**src/rtl/serial_addsub_nibble_if.sv**
```systemverilog
// Handshake and data bundle for the nibble-serial add/subtract engine.
// The requester uses master; the engine uses slave.
`timescale 1ns/1ps
interface serial_addsub_nibble_if #(
   parameter int WIDTH = 32
);
   logic             start;
   logic             mode;
   logic [WIDTH-1:0] a;
   logic [WIDTH-1:0] b;
   logic             busy;
   logic             done;
   logic [WIDTH-1:0] result;
   logic             cout;
   logic             overflow;

   modport master (
      output start, mode, a, b,
      input  busy, done, result, cout, overflow
   );

   modport slave (
      input  start, mode, a, b,
      output busy, done, result, cout, overflow
   );
endinterface

```
**src/rtl/serial_addsub_nibble.sv**
```systemverilog
// Multi-cycle adder/subtractor: one 4-bit ripple slice reused LSB-first,
// with the inter-nibble carry held in a register.
`timescale 1ns/1ps
module full_adder (
   input  logic a,
   input  logic b,
   input  logic cin,
   output logic s,
   output logic cout
);
   assign s    = a ^ b ^ cin;
   assign cout = (a & b) | (cin & (a ^ b));
endmodule

module serial_addsub_nibble #(
   parameter int WIDTH = 32
) (
   input  logic                  clk,
   input  logic                  rst_n,
   serial_addsub_nibble_if.slave bus
);
   localparam int         N    = WIDTH / 4;
   localparam logic [2:0] LAST = 3'(N - 1);

   typedef enum logic {IDLE, RUN} state_t;

   state_t           state;
   state_t           state_next;
   logic             accept;
   logic             finish;

   logic [WIDTH-1:0] op_a;
   logic [WIDTH-1:0] op_b;
   logic             carry;
   logic [2:0]       count;

   logic [4:0]       c;
   logic [3:0]       slice_sum;
   logic [WIDTH-1:0] assembled;

   logic [WIDTH-1:0] result_q;
   logic             cout_q;
   logic             ovf_q;
   logic             done_q;

   always_ff @(posedge clk or negedge rst_n) begin
      if (!rst_n) state <= IDLE;
      else        state <= state_next;
   end

   always_comb begin
      state_next = state;
      accept     = 1'b0;
      finish     = 1'b0;
      case (state)
         IDLE: begin
            if (bus.start) begin
               accept     = 1'b1;
               state_next = RUN;
            end
         end
         RUN: begin
            if (count == LAST) begin
               finish     = 1'b1;
               state_next = IDLE;
            end
         end
         default: state_next = IDLE;
      endcase
   end

   // The slice always works on the bottom nibble; operands shift down each step.
   assign c[0] = carry;
   for (genvar i = 0; i < 4; i++) begin : g_slice
      full_adder u_fa (
         .a   (op_a[i]),
         .b   (op_b[i]),
         .cin (c[i]),
         .s   (slice_sum[i]),
         .cout(c[i+1])
      );
   end

   // Completed nibbles enter from the top so the first one ends at bit 0.
   if (WIDTH > 4) begin : g_sum_sr
      logic [WIDTH-5:0] sum_sr;
      assign assembled = {slice_sum, sum_sr};
      always_ff @(posedge clk or negedge rst_n) begin
         if (!rst_n)            sum_sr <= '0;
         else if (state == RUN) sum_sr <= assembled[WIDTH-1:4];
      end
   end else begin : g_single
      assign assembled = slice_sum;
   end

   always_ff @(posedge clk or negedge rst_n) begin
      if (!rst_n) begin
         op_a     <= '0;
         op_b     <= '0;
         carry    <= 1'b0;
         count    <= '0;
         result_q <= '0;
         cout_q   <= 1'b0;
         ovf_q    <= 1'b0;
         done_q   <= 1'b0;
      end else begin
         done_q <= 1'b0;
         if (accept) begin
            op_a  <= bus.a;
            op_b  <= bus.mode ? ~bus.b : bus.b;
            carry <= bus.mode;
            count <= '0;
         end else if (state == RUN) begin
            op_a  <= op_a >> 4;
            op_b  <= op_b >> 4;
            carry <= c[4];
            count <= count + 3'd1;
            if (finish) begin
               result_q <= assembled;
               cout_q   <= c[4];
               ovf_q    <= c[3] ^ c[4];
               done_q   <= 1'b1;
               count    <= '0;
            end
         end
      end
   end

   assign bus.busy     = (state == RUN);
   assign bus.done     = done_q;
   assign bus.result   = result_q;
   assign bus.cout     = cout_q;
   assign bus.overflow = ovf_q;
endmodule

```
**src/flat_wrapper.sv**
```systemverilog
// flat-port wrapper written by rule: the top's interface ports become plain ports
module serial_addsub_nibble_flat 
#(
   parameter int WIDTH = 32
)
  (clk, rst_n, bus_start, bus_mode, bus_a, bus_b, bus_busy, bus_done, bus_result, bus_cout, bus_overflow);
  serial_addsub_nibble_if #(.WIDTH(WIDTH)) bus_i ();
  input  logic clk;
  input  logic rst_n;
  input wire logic [$bits(bus_i.start)-1:0] bus_start;
  input wire logic [$bits(bus_i.mode)-1:0] bus_mode;
  input wire logic [$bits(bus_i.a)-1:0] bus_a;
  input wire logic [$bits(bus_i.b)-1:0] bus_b;
  output wire logic [$bits(bus_i.busy)-1:0] bus_busy;
  output wire logic [$bits(bus_i.done)-1:0] bus_done;
  output wire logic [$bits(bus_i.result)-1:0] bus_result;
  output wire logic [$bits(bus_i.cout)-1:0] bus_cout;
  output wire logic [$bits(bus_i.overflow)-1:0] bus_overflow;
  assign bus_i.start = bus_start;
  assign bus_i.mode = bus_mode;
  assign bus_i.a = bus_a;
  assign bus_i.b = bus_b;
  assign bus_busy = bus_i.busy;
  assign bus_done = bus_i.done;
  assign bus_result = bus_i.result;
  assign bus_cout = bus_i.cout;
  assign bus_overflow = bus_i.overflow;
  serial_addsub_nibble #(.WIDTH(WIDTH)) u_core (.clk(clk), .rst_n(rst_n), .bus(bus_i));
endmodule
```
**config.mk**
```make
export PLATFORM = sky130hd
export DESIGN_NAME = serial_addsub_nibble_flat
export DESIGN_NICKNAME = d
export VERILOG_FILES = /design/src/rtl/serial_addsub_nibble_if.sv /design/src/rtl/serial_addsub_nibble.sv /design/src/flat_wrapper.sv
export SDC_FILE = /design/constraint.sdc
export NUM_CORES = 1
export LEC_CHECK = 0
export CAP_MARGIN = 15
export CORE_ASPECT_RATIO = 0.75
export CORE_MARGIN = 2
export CORE_UTILIZATION = 58
export DETAILED_ROUTE_END_ITERATION = 10
export GPL_TIMING_DRIVEN = 0
export PLACE_DENSITY = 0.89
export REMOVE_ABC_BUFFERS = 1
export SKIP_CTS_REPAIR_TIMING = 1
export SYNTH_ARGS = -nofsm -noshare
export SYNTH_HDL_FRONTEND = slang
export SYNTH_SLANG_ARGS = --single-unit
```
**constraint.sdc**
```tcl
create_clock -name clk -period 3.65 [get_ports clk]
set_input_delay 0.9125 -clock clk [delete_from_list [all_inputs] [get_ports clk]]
set_output_delay 0.9125 -clock clk [all_outputs]
set_load 0.03 [all_outputs]
```
==> reports/results.txt <==
Final worst path period share: 95.2%
Post-Layout Cell Count: 713
Crit-path max FO: 88
Switch share: 32.7%
Register area share after synthesis: 52.4%
Initial core utilization: 60.5%
Site Rows: 32
Sequential share of power: 38.0%
Global Route Usage Sum: 21.9%
GRT Residual Overflow: 0
Critical path's top delay family: buffers and inverters
DRT iter0 DRCs: 192
Mean Syn Cell Area: 13.3 µm²
Yosys warnings: 0
Max_slew headroom: 38.2%
Layout cells sized above 1: 20.8%
Vias in the first global route: 3937
Post-synthesis register bit count: 132
Critical-path cell list: buf_16 > clkdlybuf4s50_1
Routed wl met3: 625 µm
Status: finished, final reports clean
First-pass GRT wire length: 20100 µm
Final Hold Vio Count: 0
Post-Layout Inst Area: 7930 µm²
Max clock buf depth: 2
Post-synthesis cell count: 473
Power per cell area: 839 nW/µm²
Setup TNS: 0 ns
Residual DRC: 0
CTS Buf Count: 17
Comb pwr share: 35.2%
Clock-pin slew on the worst setup and hold paths: 0.06 ns
Final setup violating endpoints: 0
Arr. time, crit path: 2.56 ns
Vias: 3820
Post-DP HPWL: 7470 µm
Placed inst area: 7300 µm²
CP startpoint kind: flip-flop
Die Height: 94.3 µm
DIE AREA: 11700 µm²
Slew Limit Fails: 0
CTS root buf: clkbuf_16
Drt wl/cell: 16.6 µm
Leakage: 3.74 nW
Cell total after placement: 681
Cell area after synthesis: 6300 µm²
Worst Max-Slew Pin Slew: 0.927 ns
Hold Path Class: in2async
Initial antenna violation count: 0
Core area: 10400 µm²
Critical path class: reg2out
I/O Pins: 104
CTS tree: yes
Ant. Diodes: 0
Final WL: 11800 µm
Die X: 124 µm
Post-DR vias/cell: 5.36
Buf/Inv on CP: 2
GP Congestion: 0.736
DR pass1 iterations: 4
Slowest CP cell: dfrtp_4
Min Clock Period, post-route: 3.48 ns
R2r setup slk: 1.11 ns
Sw power: 2.17 mW
Post-synth cell types: 31
Routed met1 length: 5390 µm
Clock share of power: 26.8%
Worst reg2reg path depth: 4
Layout area overhead: 25.9%
Clock skew: 0.0101 ns
RSZ-0062 raised after global routing: false
Largest net degree at the start of global routing: 89
Total power: 6.65 mW
Worst VDD drop: 0.460 mV
Port-buffer cells: 103
Slowest stage delay, CP: 0.96 ns
Max Cap Viol: 0
Clk Latency, worst-skew pair: 0.41 ns
H-tree lvl count: 4
Routed wl met2: 5620 µm
Highest metal used: met4
CP endpoint kind: output port
R2r startpoint: u_core.bus.busy
Internal power: 4.48 mW
Post-route ant nets: 0
Reg2reg end: u_core.bus.overflow
Required @ worst endpoint: 2.74 ns
Max Clock Freq: 288 MHz
Hold slack: 0.476 ns
Num Clock Sinks: 132
Layout Nets: 638
-- worst max path at each step --
stage	from	to	slack, ns	cells after the start
final	u_core.bus.busy	bus_busy	0.17	2
after global routing	u_core.bus.busy	bus_busy	0.05	2
after CTS	u_core.bus.busy	bus_busy	0.16	2
after detailed placement	u_core.bus.busy	bus_busy	0.62	2
after global placement	rst_n	u_core.op_a[29]	-3.40	1
after floorplan	u_core.bus.busy	u_core.bus.overflow	-1.43	3
-- cells in the mapped netlist --
master / number / area share (%)
ha_1: 2 / 0.40
clkbuf_1: 6 / 0.36
xnor2_1: 29 / 4.0
or3b_1: 24 / 3.3
buf_4: 2 / 0.24
a32o_1: 1 / 0.16
o211ai_2: 20 / 4.0
nand2b_1: 1 / 0.099
buf_2: 7 / 0.56
xor2_1: 4 / 0.56
dfrtp_1: 132 / 52
a211oi_2: 4 / 0.79
and2_1: 4 / 0.40
mux2_4: 52 / 12
o211ai_1: 4 / 0.48
a21o_1: 1 / 0.12
mux2i_1: 39 / 6.2
a22o_1: 1 / 0.14
buf_6: 18 / 3.2
mux2_1: 1 / 0.18
nor3b_1: 1 / 0.12
nand2_1: 52 / 3.1
nand2_4: 1 / 0.18
nor2b_1: 1 / 0.099
fa_1: 4 / 1.3
inv_1: 14 / 0.83
mux2_2: 4 / 0.71
o21ai_1: 28 / 2.2
clkbuf_4: 1 / 0.12
a221o_1: 4 / 0.64
nor2_1: 11 / 0.66
-- routing by layer --
metal  track usage (%)  vias up
li1                  -     1827
met1              29.0     1876
met2              34.2      100
met3              7.00       17
met4              8.33        0
met5                 0        -
-- power by group through the flow --
stage          registers [mW]  logic [mW]  clock network (mW)
2_1_floorplan            2.81        1.30                   0
3_3_place_gp             2.61        2.20                   0
3_5_place_dp             2.54        2.34                   0
4_1_cts                  2.53        2.37                1.82
5_1_grt                  2.61        2.54                1.88
6_report                 2.53        2.34                1.78
-- final cells by class --
class,count,area [µm²]
Clock buffer,17,425
Timing Repair Buffer,106,1110
Clock inverter,15,206
Fill cell,671,2480
Multi-Input combinational cell,293,2660
Sequential cell,132,3310
Tap cell,136,170
Inverter,14,52.6
-- flip-flops by register name, indices dropped and copies added, names as in the netlist --
| signal | flops |
|---|---|
| u_core.bus.overflow | 1 |
| u_core.op_a | 32 |
| u_core.bus.busy | 1 |
| u_core.count | 3 |
| u_core.g_sum_sr.sum_sr | 28 |
| u_core.bus.cout | 1 |
| u_core.bus.result | 32 |
| u_core.op_b | 32 |
| u_core.bus.done | 1 |
| u_core.carry | 1 |
-- stage by stage --
step           setup WS, ns  util (%)
6_report              0.175      76.2
5_1_grt              0.0487      76.2
4_1_cts               0.163      76.2
3_5_place_dp          0.620      70.1
3_3_place_gp          -3.40      69.3
2_1_floorplan         -1.43         -
-- cells in the final DEF (no fill, tap or decap), drive strengths merged, types with 2 or more instances in the layout --
cell and count:
clkinv 8, fa 4, o21ai 28, buf 6
clkbuf 17, mux2 57, ha 2, o211ai 24
clkdlybuf4s50 100, clkinvlp 2, or3b 24, xor2 4
a221o 4, a211oi 4, bufinv 4, mux2i 39
and2 4, inv 15, nand2 53, dfrtp 132
nor2 11, xnor2 29
-- logic make-up after synthesis --
| logic type | after synthesis | share of synthesized area, % |
|---|---|---|
| XOR/XNOR | 33 | 4.59 |
| AND/OR/NAND/NOR | 95 | 7.98 |
| multiplexers | 96 | 19.5 |
| flip-flops | 132 | 52.4 |
| AO/OA/AOI/OAI | 63 | 8.52 |
| buffers and inverters | 48 | 5.32 |
| adder cells (fa/ha/maj) | 6 | 1.67 |
Note: power is estimated with default switching activity, not from simulation.
